--- src/rtl/up_down_counter_pkg.sv ---
// Shared types for the up_down_counter slice: decode of the two step enables.
// Saturation versus wrap is selected elsewhere by the UP_DOWN_COUNTER_SAT_EN macro.
package up_down_counter_pkg;

    // Encoded as {up, dn} so a direct cast from the enable pair selects the step.
    typedef enum logic [1:0] {
        STEP_HOLD = 2'b00,
        STEP_DN   = 2'b01,
        STEP_UP   = 2'b10,
        STEP_BOTH = 2'b11
    } step_sel_e;

endpackage

--- src/rtl/up_down_counter_signed_add_ovf.sv ---
// Combinational signed three-operand adder with out-of-range detection.
// Wraps by default; clamps to MAX/MIN when UP_DOWN_COUNTER_SAT_EN is defined.
module signed_add_ovf #(
    parameter int WIDTH = 8
) (
    input  logic signed [WIDTH-1:0] val_i,
    input  logic signed [WIDTH-1:0] d0_i,
    input  logic signed [WIDTH-1:0] d1_i,
    output logic signed [WIDTH-1:0] res_o,
    output logic                    oor_o
);

    // Two guard bits hold the exact sum of three WIDTH-bit signed operands.
    localparam int EW = WIDTH + 2;

    localparam logic signed [EW-1:0]    EXT_MAX = {3'b000, {(WIDTH-1){1'b1}}};
    localparam logic signed [EW-1:0]    EXT_MIN = {3'b111, {(WIDTH-1){1'b0}}};
`ifdef UP_DOWN_COUNTER_SAT_EN
    localparam logic signed [WIDTH-1:0] Q_MAX   = {1'b0, {(WIDTH-1){1'b1}}};
    localparam logic signed [WIDTH-1:0] Q_MIN   = {1'b1, {(WIDTH-1){1'b0}}};
`endif

    logic signed [EW-1:0] val_x;
    logic signed [EW-1:0] d0_x;
    logic signed [EW-1:0] d1_x;
    logic signed [EW-1:0] ext;

    assign val_x = $signed({{2{val_i[WIDTH-1]}}, val_i});
    assign d0_x  = $signed({{2{d0_i[WIDTH-1]}},  d0_i});
    assign d1_x  = $signed({{2{d1_i[WIDTH-1]}},  d1_i});
    assign ext   = val_x + d0_x + d1_x;

    assign oor_o = (ext > EXT_MAX) || (ext < EXT_MIN);

`ifdef UP_DOWN_COUNTER_SAT_EN
    assign res_o = oor_o ? (ext[EW-1] ? Q_MIN : Q_MAX) : ext[WIDTH-1:0];
`else
    assign res_o = ext[WIDTH-1:0];
`endif

endmodule

--- src/rtl/up_down_counter.sv ---
// Registered signed up/down accumulator with a one-cycle overflow flag.
// Define UP_DOWN_COUNTER_SAT_EN to saturate instead of wrapping on overflow.
module up_down_counter
    import up_down_counter_pkg::*;
#(
    parameter int WIDTH = 8
) (
    input  logic                    clk,
    input  logic                    rst,
    input  logic signed [WIDTH-1:0] a,
    input  logic signed [WIDTH-1:0] b,
    input  logic                    up,
    input  logic                    dn,
    output logic signed [WIDTH-1:0] q,
    output logic                    overflow
);

    logic signed [WIDTH-1:0] cnt_q;
    logic signed [WIDTH-1:0] cnt_d;
    logic signed [WIDTH-1:0] step_a;
    logic signed [WIDTH-1:0] step_b;
    logic                    ovf_q;
    logic                    ovf_d;
    step_sel_e               sel;

    // NOTE: every always_comb output gets a default first so no path infers a latch.
    always_comb begin
        sel    = step_sel_e'({up, dn});
        step_a = '0;
        step_b = '0;
        unique case (sel)
            STEP_HOLD: ;
            STEP_UP:   step_a = a;
            STEP_DN:   step_b = b;
            STEP_BOTH: begin
                step_a = a;
                step_b = b;
            end
        endcase
    end

    // Hold falls out naturally: zero deltas keep q and give oor=0.
    signed_add_ovf #(
        .WIDTH (WIDTH)
    ) u_add (
        .val_i (cnt_q),
        .d0_i  (step_a),
        .d1_i  (step_b),
        .res_o (cnt_d),
        .oor_o (ovf_d)
    );

    // NOTE: sequential state uses non-blocking assignments so all registers update together.
    always_ff @(posedge clk) begin
        if (!rst) begin
            cnt_q <= '0;
            ovf_q <= 1'b0;
        end else begin
            cnt_q <= cnt_d;
            ovf_q <= ovf_d;
        end
    end

    assign q        = cnt_q;
    assign overflow = ovf_q;

endmodule

--- config.mk ---
export PLATFORM = sky130hd
export DESIGN_NAME = up_down_counter
export DESIGN_NICKNAME = d
export VERILOG_FILES = /design/src/rtl/up_down_counter_pkg.sv /design/src/rtl/up_down_counter_signed_add_ovf.sv /design/src/rtl/up_down_counter.sv
export SDC_FILE = /design/constraint.sdc
export NUM_CORES = 1
export LEC_CHECK = 0
export ABC_AREA = 1
export CORE_AREA = 8 8 56 58
export DETAILED_ROUTE_END_ITERATION = 6
export DIE_AREA = 0 0 64 66
export PLACE_DENSITY = 0.83
export SLEW_MARGIN = 20
export SYNTH_ARGS = -nofsm -noshare
export SYNTH_HDL_FRONTEND = slang
export SYNTH_HIERARCHICAL = 1
export SYNTH_SLANG_ARGS = --single-unit
--- constraint.sdc ---
create_clock -name clk -period 4 [get_ports clk]
set_clock_uncertainty 0.05 [all_clocks]
set_input_delay 1.2 -clock clk [delete_from_list [all_inputs] [get_ports clk]]
set_output_delay 1.2 -clock clk [all_outputs]
set_load 0.01 [all_outputs]
Yosys cells after proc, flatten, opt, wreduce, memory -nomap -nowiden
Index checks and enable logic that the tools add are counted.
{ "word_totals": {"regBits": 9, "out_inout_bits": 9, "elab_cells": 14} }
{ "classes": {"add_sub_neg": 2, "order_cmp": 2, "eq_ne": 3, "muxes": 2, "n_reduce_logical": 3} }
{ "op_table": {"columns": ["op", "count"], "rows": [
  ["8-bit two-way mux", 2],
  ["9-bit by 8-bit adder with 10-bit output", 1],
  ["10-bit by 8-bit greater-than comparator with 1-bit output (second input constant)", 1],
  ["10-bit by 8-bit < comparator with 1-bit output (second input constant)", 1],
  ["8-bit by 8-bit adder with 9-bit output", 1],
  ["2-bit == test (second input constant)", 2],
  ["2-bit OR reduction", 2],
  ["2-bit by 1-bit == test with 1-bit output (second input constant)", 1],
  ["1-bit logical OR", 1]
]} }

Logic depth before layout (Yosys ltp)
{ "depth": {"depth_word": 7, "depth_mapped": 19, "ltp_nobuf": 18} }

By module
Netlist, hierarchy kept.
{ "modules_own_cells": {"columns": ["mod", "instances", "cells_per_inst", "area_each_um2"], "rows": [
  ["signed_add_ovf", 1, 78, 575.6],
  ["up_down_counter", 1, 62, 416.6]
]} }

Least setup slack after synthesis
Ideal clock, no wire load.
{ "synth_timing": {"path_kind": "input -> register", "start": "input up", "end": "register ovf_q, in the netlist overflow", "setup_ps": 108, "arrival_time_ps": 3156, "t_required_ps": 3842, "path_slack_ps": 686, "stages": 18, "path_buffers": 1, "path_cell_list": "buf_4 nand2_1 inv_1 inv_1 fa_1 inv_1 ha_1 fa_1 nand2_1 nand2_1 nand3_2 nand2_2 nand2_2 nand2_2 nand3_2 nand3_2 nand2_2 inv_1"} }
{ "synth_via": {"elab_chain_cells": 7} }
{ "synth_rtl": {"columns": ["element", "line_no", "rtl"], "rows": [
  ["from (decl)", "up_down_counter.sv:12", "input logic up,"],
  ["2-bit == test", "up_down_counter.sv:31", "unique case (sel)"],
  ["2-bit OR reduction (no line) (*)", null, null],
  ["8-bit two-way mux (*)", "up_down_counter.sv:31", null],
  ["named net step_a[1]", "up_down_counter.sv:20", "logic signed [WIDTH-1:0] step_a;"],
  ["8-bit by 8-bit adder with 9-bit output (*)", "up_down_counter_signed_add_ovf.sv:31", "assign ext = val_x + d0_x + d1_x;"],
  ["9-bit by 8-bit adder with 10-bit output (*)", "up_down_counter_signed_add_ovf.sv:31", null],
  ["10-bit by 8-bit greater-than comparator with 1-bit output or 10-bit by 8-bit < comparator with 1-bit output (tied branches)", "up_down_counter_signed_add_ovf.sv:33", "assign oor_o = (ext > EXT_MAX) || (ext < EXT_MIN);"],
  ["1-bit logical OR (*)", "up_down_counter_signed_add_ovf.sv:33", null],
  ["named net ovf_d", "up_down_counter.sv:23", "logic ovf_d;"],
  ["to (signal assigned)", "up_down_counter.sv:60", "ovf_q <= ovf_d;"],
  ["to (decl)", "up_down_counter.sv:22", "logic ovf_q;"]
]} }
The timed path passes the listed nets; every way through them passes the cells marked *.
A chain may end at the register's enable or synchronous reset.

Worst setup path in the final report
Ends and elaborated chain as after synthesis.

==> flow_summary.ini <==
[sta]
holdWs_ps = 697
hold_violations = 0
rsz0062_at_grt = false
fin_setup_tns_ps = 0
tightest_slew_ps = 540
period_needed_ps = 3550
setup_viol = 0
period_share_pct = 88.7
slew_viol_final = 0
slew-limit-headroom_pct = 63.9
fmax_mhz = 282

[grt]
grt_pass1_vias = 949
grt-ovfl-total = 0
antenna_found_initial = 0
grt_max_degree = 10
grt_util_all_layers_pct = 11.7
grt_pass1_wl_mm = 3.91

[power_and_ir_drop]
irDropWorstVdd_mv = 0.320
p_switching_mw = 0.363
power_density_mw_per_mm2 = 592
total_power_mw = 0.784
seq_power_share_pct = 19.4
swShare_pct = 46.2
internal_power_mw = 0.422
cellLeakagePower_nw = 0.813
power_frac_comb_pct = 71.1
pwr-share-clk_pct = 9.5

[critical_path]
crit_type = in2reg
crit_slowest_cell = fa_1
path_delay_family = adder cells
cp_slowest_stage_delay_ps = 500
crit_fanout = 3
cp-start-kind = primary input
end_kind = flop
cp_data_required_time_ps = 4120
cp_cell_sequence = clkdlybuf4s50_1, nand2_1, inv_1, inv_1, fa_1, inv_1, ha_1, fa_1, nand2_1, nand2_1, nand3_2, nand2_2, nand2_2, nand2_2, nand3_2, nand3_2, nand2_2, inv_1
crit_arrival_ps = 3660
worst-path-buf-inv = 5

[clock_tree]
cts_sinks = 9
cts_tree = done
cts_setup_buffers = 0
cts_root_buf = clkbuf_4
cts_buffer_depth = 2
htree_num_levels = 1
clk_pin_slew_worst_paths_ps = 70
insertion_delay_ps = 260
cts_buffers = 3
cts_hold_buf = 0
cts_resized = 0

[die]
coreArea_mm2 = 0.00232
ios = 29
initial_utilization_pct = 42.8
rows = 18
die_height_um = 66
die_w_um = 64
dieArea_mm2 = 0.00422

[detailed_routing]
wire_per_inst_um = 11.2
routed_wl_mm = 2.24
first_pass_iters = 4
vias_per_cell = 4.40
drc = 0
drt_iter0_drc = 26
detail-route-antenna-nets = 0
vias = 885

[place]
io_buffer_count = 28
dpl.hpwl_mm = 1.94
placed_area_mm2 = 0.00130
place_congestion = 0.846
dp_cells = 197

[status]
status = finished, final reports clean

[yosys]
synth_top_area_share_pct = 18.2
yosys_warnings = 6
syn_avg_cell_area_um2 = 7.09
synth_common_cells = 43 x inv_1, 35 x nand2_1, 13 x nand2_2
ys_ff_latch = 9
synth_top_cells_by_area = dfxtp_1 18%, fa_1 18%, inv_1 16%
synth_edf_count = 0
yosysTopAreaCell = dfxtp_1
synthDistinctLibCells = 19
async_flop_share_pct = 0
yosysSeqAreaShare_pct = 18.2
synthFlopType = dfxtp_1
syn_inst = 140
synth.most_common_cell = inv_1
synth_nets = 177
netlist_area_um2 = 992

[cells_and_area]
stdcell_area_mm2 = 0.00133
syn2layout_area_growth_pct = 33.5
nNetsFinal = 209
final_cells = 201
diodes = 0
drive_above_1_share_pct = 14.0

[worst_hold_path]
min_path_type = reg2reg

[run]
cap_violations = 0
cell type report:
cell class | count | area, µm²
Multi-Input combinational cell | 83 | 617
Clock buffer | 4 | 26.3
Fill cell | 221 | 995
Timing Repair Buffer | 30 | 295
Sequential cell | 9 | 180
Tap cell | 30 | 37.5
Inverter | 45 | 169
sequential cells by signal, indices dropped and copies added, names as in the netlist:
signal	cells
overflow	1
q	8
worst paths after layout:
path | from | endpoint | slack (ps) | cells past startpoint
max | up | overflow$_SDFF_PN0_ | 450 | 18
min | q[0]$_SDFF_PN0_ | q[0]$_SDFF_PN0_ | 700 | 5
max reg2reg | q[1]$_SDFF_PN0_ | overflow$_SDFF_PN0_ | 1580 | 15
min reg2reg | q[0]$_SDFF_PN0_ | q[0]$_SDFF_PN0_ | 700 | 5
layout by cell type, fill, tap and decap left out:
cell type and n:
buf_4 2, a21oi_2 1, xor2_1 2, nand2_1 35, clkbuf_1 1, nor2_1 2, a21oi_1 2, ha_1 8
nand4_1 1, clkdlybuf4s50_1 28, inv_2 2, clkbuf_4 3, dfxtp_1 9, inv_1 43, xnor2_1 2, nand3_2 3
a31oi_1 1, fa_1 9, nor3_1 1, nand2_2 13, nand3_1 3
kinds of logic after synthesis:
family,share of synthesized area (%)
AOI/OAI and AO/OA,2.52
xor gates and xnor gates,3.53
adders and majority gates,28.2
buffers and inverters,19.7
DFF,18.2
and+or+nand+nor,27.9
per-stage QoR:
| stage | setup WS [ps] | utilization (%) |
|---|---|---|
| after floorplan | 686 | - |
| after global placement | 238 | 56.0 |
| after detailed placement | 180 | 56.0 |
| after CTS | 450 | 57.1 |
| after global routing | 316 | 57.1 |
| final | 453 | 57.1 |
worst min-delay path: stages, from the launching register on:
cell,delay (ps)
dfxtp_1,320
inv_1,80
fa_1,170
inv_1,50
nand2_2,60
inv_1,30
per-layer routing:
metal,share of wire [%],track usage (%)
met1,38,11.1
met2,55,22.0
met3,4.4,2.71
met4,1.9,8.36
met5,0,0
power groups by stage:
stage	Clock [mW]	Combinational, mW	Sequential (mW)
floorplan	0	0.378	0.171
global route	0.0830	0.631	0.161
detailed placement	0	0.558	0.155
CTS	0.0784	0.564	0.153
finish	0.0745	0.558	0.152
global placement	0	0.532	0.154
Power figures use the tool's default switching activity.
